File: src/rtl/led_pwm_fader_pkg.sv
// rtl/led_pwm_fader_pkg.sv - shared state encodings and default parameters for the LED fader
package led_pwm_fader_pkg;

    typedef enum logic [1:0] {
        ST_OFF     = 2'd0,
        ST_RISING  = 2'd1,
        ST_ON      = 2'd2,
        ST_FALLING = 2'd3
    } chan_state_e;

    localparam int DEF_N_LED    = 4;
    localparam int DEF_PWM_BITS = 8;
    localparam int DEF_FADE_DIV = 48_828;

    function automatic int div_width(input int div);
        return (div > 1) ? $clog2(div) : 1;
    endfunction

endpackage

File: src/rtl/led_fade_chan.sv
// rtl/led_fade_chan.sv - one LED channel: fade FSM, brightness level and registered PWM compare
module led_fade_chan
    import led_pwm_fader_pkg::*;
#(
    parameter int PWM_BITS = DEF_PWM_BITS
) (
    input  logic                clk,
    input  logic                rst,
    input  logic                req,
    input  logic                tick,
    input  logic                enable,
    input  logic [PWM_BITS-1:0] pwm_cnt,
    output logic                led,
    output logic                ramping
);

    localparam logic [PWM_BITS-1:0] MAX = '1;

    chan_state_e         state, state_n;
    logic [PWM_BITS-1:0] level, level_n;

    // The request decides the direction first, so a reversal coinciding with a
    // tick already steps toward the new target; state then follows the new level.
    always_comb begin
        level_n = level;
        state_n = state;
        if (!enable) begin
            level_n = req ? MAX : '0;
        end else if (tick) begin
            if (req && level != MAX) begin
                level_n = level + PWM_BITS'(1);
            end else if (!req && level != '0) begin
                level_n = level - PWM_BITS'(1);
            end
        end
        if (req) begin
            state_n = (level_n == MAX) ? ST_ON : ST_RISING;
        end else begin
            state_n = (level_n == '0) ? ST_OFF : ST_FALLING;
        end
    end

    assign ramping = (state == ST_RISING) || (state == ST_FALLING);

    always_ff @(posedge clk or posedge rst) begin
        if (rst) begin
            state <= ST_OFF;
            level <= '0;
            led   <= 1'b0;
        end else begin
            state <= state_n;
            level <= level_n;
            // Full brightness forced high so the wrap of pwm_cnt never blips the LED off.
            led   <= (level == MAX) || (pwm_cnt < level);
        end
    end

endmodule

File: src/rtl/led_pwm_fader.sv
// rtl/led_pwm_fader.sv - fades each sequencer LED in/out with per-channel PWM brightness ramps
module led_pwm_fader
    import led_pwm_fader_pkg::*;
#(
    parameter int N_LED    = DEF_N_LED,
    parameter int PWM_BITS = DEF_PWM_BITS,
    parameter int FADE_DIV = DEF_FADE_DIV
) (
    input  logic             clk,
    input  logic             rst,
    input  logic [N_LED-1:0] led_in,
    input  logic             enable,
    output logic [N_LED-1:0] led_out,
    output logic             busy
);

    localparam int             DIV_W    = div_width(FADE_DIV);
    localparam logic [DIV_W-1:0] DIV_LAST = DIV_W'(FADE_DIV - 1);

    logic [PWM_BITS-1:0] pwm_cnt;
    logic [DIV_W-1:0]    div_cnt;
    logic                tick;
    logic [N_LED-1:0]    led_q;
    logic [N_LED-1:0]    ramping;

    assign tick = (div_cnt == DIV_LAST);

    always_ff @(posedge clk or posedge rst) begin
        if (rst) begin
            pwm_cnt <= '0;
            div_cnt <= '0;
            led_q   <= '0;
            busy    <= 1'b0;
        end else begin
            pwm_cnt <= pwm_cnt + PWM_BITS'(1);
            div_cnt <= tick ? '0 : div_cnt + DIV_W'(1);
            led_q   <= led_in;
            busy    <= |ramping;
        end
    end

    for (genvar i = 0; i < N_LED; i++) begin : g_chan
        led_fade_chan #(
            .PWM_BITS(PWM_BITS)
        ) u_chan (
            .clk     (clk),
            .rst     (rst),
            .req     (led_q[i]),
            .tick    (tick),
            .enable  (enable),
            .pwm_cnt (pwm_cnt),
            .led     (led_out[i]),
            .ramping (ramping[i])
        );
    end

endmodule

File: config.mk
export PLATFORM = sky130hd
export DESIGN_NAME = led_pwm_fader
export DESIGN_NICKNAME = d
export VERILOG_FILES = /design/src/rtl/led_pwm_fader_pkg.sv /design/src/rtl/led_fade_chan.sv /design/src/rtl/led_pwm_fader.sv
export SDC_FILE = /design/constraint.sdc
export NUM_CORES = 1
export LEC_CHECK = 0
export ABC_AREA = 1
export CELL_PAD_IN_SITES_DETAIL_PLACEMENT = 0
export CELL_PAD_IN_SITES_GLOBAL_PLACEMENT = 1
export CORE_ASPECT_RATIO = 0.6
export CORE_MARGIN = 8
export CORE_UTILIZATION = 30
export CTS_CLUSTER_DIAMETER = 150
export DETAILED_ROUTE_END_ITERATION = 10
export GPL_ROUTABILITY_DRIVEN = 1
export GPL_TIMING_DRIVEN = 1
export HOLD_SLACK_MARGIN = 0.02
export PLACE_DENSITY = 0.66
export RECOVER_POWER = 50
export SLEW_MARGIN = 10
export SYNTH_ARGS = -nofsm -noshare
export SYNTH_HDL_FRONTEND = slang
export SYNTH_SLANG_ARGS = --single-unit
File: constraint.sdc
create_clock -name clk -period 3.05 [get_ports clk]
set_input_delay 0.61 -clock clk [delete_from_list [all_inputs] [get_ports clk]]
set_output_delay 0.61 -clock clk [all_outputs]
set_load 0.02 [all_outputs]
==> flow_summary.toml <==
[cts]
htree_levels = 3
postCtsHoldBufs = 0
cts_resized = 0
numCtsBuffers = 9
clk_path_buf_depth = 2
cts.sink_count = 69
worstSkewPairLatency_ns = 0.35
cts-root-buf = "clkbuf_16"
cts_tree = "built"
post_cts_buffers = 0
clk_pin_slew_worst_paths_ns = 0.06

[placement]
port_buffers = 11
dpl_cell_area_mm2 = 0.00575
dp_slack_ns = 0.715
gp_congestion = 0.840
dp_hpwl_um = 12200

[sta]
slew_headroom_pct = 18.7
fin_skew_ns = 0.0135
tns_ns = 0
hold_viol = 0
finalCritPeriodShare_pct = 77.7
grt_setup_unrepaired = "no"
setup_viol = 0
max_freq_ghz = 0.422
tightest_slew_ns = 1.21
min_period_ns = 2.37
setup_slack_ns = 0.682
finalMaxSlewViolations = 0

[setup_path]
critPathMostFrequentCell = "nand2_1"
cp_num_buf_inv = 1
cp.required_ns = 3.29
cpLargestDelayFamily = "simple AND/OR/NAND/NOR gates"
cp_slowest_stage_delay_ns = 0.42
crit_type = "register to register"
crit_path_cell_trace = "ha_1 -> nand2_1 -> nor2_1 -> nand2_1 -> nand2_1 -> o21ai_0 -> nor2_1 -> nand2_1 -> nand3_1 -> nand2_1 -> nand2_1 -> nor2_1 -> nand2_1 -> nand2_1 -> inv_1"
critPathMaxFanout = 12
start_kind = "register"
cp.arrival_ns = 2.61
end_kind = "register"
cp_slowest_cell = "dfrtp_1"

[logic_synthesis]
syn_area_mm2 = 0.00546
syn_inst = 817
yosysWarnings = 0
synth_top_area_share_pct = 31.7
syn_area_per_cell_um2 = 6.68
yosys-top-cells-area = "dfrtp_1 (32%), nand2_1 (18%), ha_1 (9.6%)"
synth_cell_types = 38
ys_async_sr_fraction_pct = 100
syn_nets = 866
synth_area_leader_cell = "dfrtp_1"
synth-edff-count = 0
ys_seq_area_share_pct = 31.7
synth-seq-cells = 69
synth-main-ff-cell = "dfrtp_1"

[floorplanning]
core-area_mm2 = 0.0179
fp-row-count = 38
io_pins = 12
start_util_pct = 30.4
die_y_um = 120
die_w_um = 190
die-area_mm2 = 0.0229

[final_layout]
post-route-util_pct = 33.7
design_area_mm2 = 0.00604
nets = 870
drive_above_1_share_pct = 6.42
diodes = 0
syn2layout_area_growth_pct = 10.8

[power_and_ir_drop]
peakVddDrop_mv = 0.250
power_mw = 2.53
power_density_mw_per_mm2 = 419
p_leak_nw = 3.11

[grt]
busiest_layer = "met1"
use_met2_pct = 18.1
grt_use_met1_pct = 23.0
grt_pass1_wl_um = 26000
grt_max_degree = 47
grt_util_all_layers_pct = 14.5
grt_overflow = 0
antenna_found_initial = 0
grt_use_met3_pct = 4.31
grt_pass1_vias = 4740

[detailed_routing]
via_count = 5043
drc = 0
post_drt_via_cell_ratio = 4.73
ant_nets = 0
firstDrtPassIters = 5
routedWlPerCell_um = 15.0
drt_wl_total_um = 16000
drt_iter0_markers = 477

[job]
maxCapViolCount = 0

[status]
outcome = "complete, no violations"

[worst_hold_path]
hold_class = "register to register"
==> area by class of cell <==
cell class / count / area (µm²)
fillers: 1939 / 11900
multi-input cells: 624 / 3190
flip-flops and latches: 69 / 1730
inverters: 103 / 388
well taps: 240 / 300
clock buffers: 11 / 253
repair buffers: 14 / 145
clock inverters: 5 / 41.3
==> cells in the mapped netlist (all sizes together) (2+ instances only) <==
cell and n:
a21boi 3, a21oi 31, buf 19, clkbuf 2, clkinv 3, dfrtp 69
ha 42, inv 100, nand2 268, nand3 109, nand3b 2, nand4 16
nor2 98, nor3 6, nor4 2, o211ai 2, o21ai 30, xnor2 2
xor2 9
==> logic make-up after synthesis <==
kind of cell | count (synthesis) | synth area share [%]
DFF | 69 | 31.7
xor gates and xnor gates | 11 | 1.77
AOI/OAI and AO/OA | 68 | 6.90
adders and majority gates | 42 | 9.63
buffers and inverters | 124 | 9.91
and+or+nand+nor | 503 | 40.1
==> cell usage in the layout, fill, tap and decap left out, types with 4 or more instances in the layout <==
cell and n:
nor3_1 5, clkdlybuf4s50_1 6, nand3_1 105, nand3_2 4, clkbuf_16 9, o21ai_0 21
nand2_2 11, dlygate4sd3_1 5, inv_1 96, dfrtp_1 69, nor2_1 90, nor2_2 6
nand4_1 16, o21ai_1 6, ha_1 42, a21oi_1 30, xor2_1 9, nand2_1 256
==> power breakdown <==
| group | leakage (nW) | total, mW | internal [mW] | switching, mW |
|---|---|---|---|---|
| combinational | 2.13 | 0.449 | 0.144 | 0.305 |
| sequential | 0.833 | 1.03 | 0.965 | 0.0674 |
| clock | 0.139 | 1.05 | 0.604 | 0.447 |
==> state kept, by name, summed over array words and instances (netlist names) <==
signal and flops:
busy 1, g_chan.u_chan.level 32, div_cnt 16, led_q 4
pwm_cnt 8, g_chan.u_chan.led 4, g_chan.u_chan.state 4
==> path summary, 6_finish.rpt <==
kind | start | depth (start not counted) | slack [ns] | end
setup / recovery | g_chan[1].u_chan.level[0] | 15 | 0.68 | g_chan[1].u_chan.state[0]
hold / removal | div_cnt[0] | 1 | 0.47 | div_cnt[0]
setup reg to reg | g_chan[1].u_chan.level[0] | 15 | 0.68 | g_chan[1].u_chan.state[0]
hold reg to reg | div_cnt[0] | 1 | 0.47 | div_cnt[0]
max in group asynchronous | rst | 3 | 1.31 | div_cnt[2]
min in group asynchronous | rst | 2 | 0.96 | g_chan[0].u_chan.led
==> stage by stage <==
| step | std cells | hold slack [ns] |
|---|---|---|
| 6_report | 1066 | 0.472 |
| 5_1_grt | 1066 | 0.488 |
| 4_1_cts | 1066 | 0.463 |
| 3_5_place_dp | 1050 | 0.455 |
| 3_3_place_gp | 1050 | 0.437 |
| 2_1_floorplan | 817 | 0.408 |
==> metal layers <==
layer  share of wire (%)  wire length (µm)
met4                0.69               110
met3                 6.7              1060
met2                  36              5780
met1                  56              9020
met5                   0                 0
(Power assumes the default switching activity.)
==> variant 1: new RTL, same flow settings <==
Make the reset (`rst`) synchronous in 2 clocked blocks.
--- a/src/rtl/led_fade_chan.sv
+++ b/src/rtl/led_fade_chan.sv
@@ -42,7 +42,7 @@
 
     assign ramping = (state == ST_RISING) || (state == ST_FALLING);
 
-    always_ff @(posedge clk or posedge rst) begin
+    always_ff @(posedge clk) begin
         if (rst) begin
             state <= ST_OFF;
             level <= '0;
--- a/src/rtl/led_pwm_fader.sv
+++ b/src/rtl/led_pwm_fader.sv
@@ -25,7 +25,7 @@
 
     assign tick = (div_cnt == DIV_LAST);
 
-    always_ff @(posedge clk or posedge rst) begin
+    always_ff @(posedge clk) begin
         if (rst) begin
             pwm_cnt <= '0;
             div_cnt <= '0;
Function: differs if rst is asserted again (counterexample within 4 cycles, from zero or initial values and one cycle with rst high); with rst held inactive, the same outputs for 10 cycles.
==> variant 1 against the original RTL <==
- hold slack lost 0.023 ns
- synthesized cell count up 1.5%
- routed wire length fell by 3.3%
- register-to-register slack worse by 0.04 ns
- via count up 2.8%
- maximum frequency is 5.5% lower
- critical path depth fell by 10
- largest cell class unchanged
- sequential cell count is the same
- total power up 0.33%
- utilization rose by 0.16 points
- final area decreased by 4.0%
- the run now ends with max-capacitance violations, max-slew violations left
- non-clock buffer count increased by 1
- synthesized area down 4.0%
- worst setup slack got worse by 0.14 ns
==> variant 1: results (changes against the original RTL) <==
| Metric | Value |
|---|---|
| Worst Skew | 0.01155 ns (-0.001995 ns) |
| Max-slew headroom | -5.382% (-24 points) |
| Vias in the first global route | 4559 (-3.8%) |
| Layout clock area frac | 5.479% (+0.61 points) |
| Combinational Power | 0.000412 W (-8.2%) |
| Final worst path period need | 2.505 ns (+0.1367 ns) |
| Fillcell total | 1880 (-3.0%) |
| Top FF cell, synth | dfxtp_1 |
| First-pass GRT wire length | 25.16 mm (-3.3%) |
| Final wirelength | 15.45 mm (-3.3%) |
| Layout cell share with drive strength beyond 1 | 8.043% (+1.6 points) |
| Routed length on met3 | 854 microns (-20%) |
| Count of final max-slew check failures | 32 (+32) |
| Nonclk inv count | 102 (-0.97%) |
| Leak | 2.740 nW (-12%) |
| Largest net degree at the start of global routing | 32 (-32%) |
| Met2 routed wirelength | 5.371 mm (-7.1%) |
| Hold slack | 0.4485 ns (-0.02305 ns) |
| Slowest-stage cell, CP | clkbuf_1 |
| Critical path peak fanout | 31 (+19) |
| Power, Total | 0.002540 W (+0.33%) |
| Maxcap violations | 1 (+1) |
| Fraction of area in multi-input gates | 56.88% (+4.1 points) |
| Crit path arrival time | 2.74 ns (+0.13 ns) |
| Vias | 5182 (+2.8%) |
| CP top delay family | buffers and inverters |
| DRT iter0 DRCs | 424 (-11%) |
| Worst reg2reg setup slack | 0.64 ns (-0.04 ns) |
| Max incr delay on CP | 1.21 ns (+0.79 ns) |
| Nets@finish | 877 (+0.80%) |
| Internal Pwr Total | 0.001805 W (+5.4%) |
| Routability cong. | 0.8351 (-0.61%) |
| Met2 GRT Util | 17.12% (-0.97 points) |
| Register area share after synthesis | 26.38% (-5.3 points) |
| Outcome | finished, violations left |
| Non-clock buffer share | 2.092% (-0.31 points) |
| Maximum VDD drop | 217.5 uV (-13%) |
| Count of non-CTS buffers in the layout | 15 (+1) |
| Failing checks | max-capacitance violations, max-slew violations |
| Ys async rst share | 0% (-100 points) |
| Tot GR Track Use | 14.01% (-0.44 points) |
| Setup crit end | g_chan[1].u_chan.state[0]$_SDFF_PP0_ |
| FF-to-FF Start | div_cnt[0]$_SDFF_PP0_ |
| Clk pwr share | 44.9% (+3.4 points) |
| Cells on worst reg2reg path | 16 (+1) |
| Post-Route M1 WL | 9.131 mm (+1.3%) |
| Placed wire-length estimate | 11.76 mm (-3.9%) |
## variant 1: cell types whose count changed in the layout (fill, tap and decap cells not counted), moves of 8 or more
cell     change
inv_2        +8
inv_1        -9
nor3_1       +9
nand2_1     -41
nand3_1      -8
dfrtp_1     -69
a21oi_1     +31
dfxtp_1     +69
nor2_1       +9
## variant 1: metrics by stage
stage	cell area, sq um	instances	util [%]
6_report	5801	1067	33.86
5_1_grt	5801	1067	33.86
4_1_cts	5817	1067	33.96
3_5_place_dp	5499	1051	32.10
3_3_place_gp	5499	1051	32.10
2_1_floorplan	5236	829	-
## variant 1: logic make-up (layout without fill, tap and decap cells)
| kind of cell | count (synthesis) | count (layout) | synth area share [%] |
|---|---|---|---|
| flip-flops | 69 | 69 | 26.38 |
| buffers and inverters | 129 | 133 | 10.47 |
| AO/OA/AOI/OAI | 101 | 101 | 10.68 |
| AND/OR/NAND/NOR | 481 | 481 | 41.27 |
| XOR/XNOR | 7 | 7 | 1.171 |
| adder cells (fa/ha/maj) | 42 | 42 | 10.04 |
==> variant 2: new RTL, config.mk and constraints unchanged <==
Made on the original files. The package constant `DEF_PWM_BITS` goes from 8 to 7.
--- a/src/rtl/led_pwm_fader_pkg.sv
+++ b/src/rtl/led_pwm_fader_pkg.sv
@@ -9,7 +9,7 @@
     } chan_state_e;
 
     localparam int DEF_N_LED    = 4;
-    localparam int DEF_PWM_BITS = 8;
+    localparam int DEF_PWM_BITS = 7;
     localparam int DEF_FADE_DIV = 48_828;
 
     function automatic int div_width(input int div);
Formal check against the unedited RTL: no difference found for any inputs over 10 cycles, from zero or initial values and one cycle with rst high; that may be too few to reach the edited logic, so the function may still have changed.
==> variant 2 against the original RTL <==
- clock power increased by 6%
- final cell count shrank 15%
- worst setup slack gained 0.063 ns
- maximum frequency up 2.7%
- utilization is 1.1 points higher
- sequential cell count down 5
- synthesized cell count is 16% lower
- synthesized area down 13%
- final area decreased by 11%
- routed wire length down 21%
- sequential power fell by 7%
- die area fell by 11%
- total power is 3.1% lower
==> variant 2: results (changes against the original RTL) <==
| Metric | Value |
|---|---|
| FF-to-FF Start | div_cnt[0]$_DFF_PP0_ |
| DP Worst Slack | 0.7394 ns (+0.02451 ns) |
| Register area share after synthesis | 33.58% (+1.9 points) |
| R2r endpoint | g_chan[2].u_chan.state[0]$_DFF_PP0_ |
| Critical path peak fanout | 25 (+13) |
| Sequential cell count | 64 (-7.2%) |
| Multi-input combinational cell area | 2749 sq um (-14%) |
| Multi-input gates | 524 (-16%) |
| Layout clock area frac | 5.970% (+1.1 points) |
| Crit path from | div_cnt[0]$_DFF_PP0_ |
| Max reg flops | 28 (-13%) |
| Routed length on met3 | 624 microns (-41%) |
| Worst slew pin tran | 1.038 ns (-0.1753 ns) |
| CLK BUF | 10 (-1) |
| Met2 routed wirelength | 4.996 mm (-14%) |
| Sw Pwr | 0.0006919 W (-15%) |
| DRT iter0 DRCs | 353 (-26%) |
| Met2 GRT Util | 18.11% (about the same) |
| Outcome | finished, final reports clean |
| Cells on worst reg2reg path | 14 (-1) |
| Combinational Power | 0.000390 W (-13%) |
| Count of non-CTS buffers in the layout | 15 (+1) |
| Crit path arrival time | 2.52 ns (-0.09 ns) |
| Placed wire-length estimate | 9.746 mm (-20%) |
| Non-clock buffer share | 2.485% (+0.083 points) |
| Post-synth top cells | 189 x nand2_1, 83 x nand3_1, 82 x inv_1, 72 x nor2_1, 64 x dfrtp_1 |
| Met1 Resource Use GR | 19.87% (-3.1 points) |
| Storage cell area | 1602 sq um (-7.2%) |
| Largest net degree at the start of global routing | 30 (-36%) |
| Post-synthesis compound-gate area fraction | 8.395% (+1.5 points) |
| Vias | 4427 (-12%) |
| Nets@finish | 746 (-14%) |
| Main area contributors after synthesis | dfrtp_1 34%, nand2_1 15%, ha_1 10% |
| Final wirelength | 12.59 mm (-21%) |
| Syn nets | 733 (-15%) |
| FMAX | 0.4338 GHz (+2.7%) |
| Worst Skew | 0.004279 ns (-0.009262 ns) |
| Biggest regs | g_chan.u_chan.level: 28 flops, div_cnt: 16 flops, pwm_cnt: 7 flops |
| Clk_lat worst skew | 0.33 ns (-0.02 ns) |
| Hold Startpoint | g_chan[1].u_chan.state[0]$_DFF_PP0_ |
| Post-Route M1 WL | 6.824 mm (-24%) |
| First-pass GRT wire length | 21.33 mm (-18%) |
-- variant 2: cell types whose count changed in the layout (fill, tap and decap cells not counted), sizes merged, moves of 3 or more --
| cell | before | now |
|---|---|---|
| a21boi | 3 | 0 |
| o211ai | 2 | 5 |
| nand4 | 16 | 19 |
| nand3 | 109 | 85 |
| nor2 | 98 | 81 |
| inv | 102 | 85 |
| a21oi | 31 | 35 |
| dfrtp | 69 | 64 |
| nand2 | 268 | 201 |
| o21ai | 30 | 33 |
| ha | 42 | 38 |
-- variant 2: metrics by stage --
step	area [sq um]	hold slack (ns)	instances	utilization, %	total power, W
floorplan	4770	0.4076	688	-	0.001245
global placement	5084	0.4538	893	32.89	0.001359
detailed placement	5084	0.4278	893	32.89	0.001359
CTS	5405	0.4562	909	34.97	0.002489
global route	5386	0.4698	909	34.84	0.002589
finish	5386	0.4560	909	34.84	0.002453
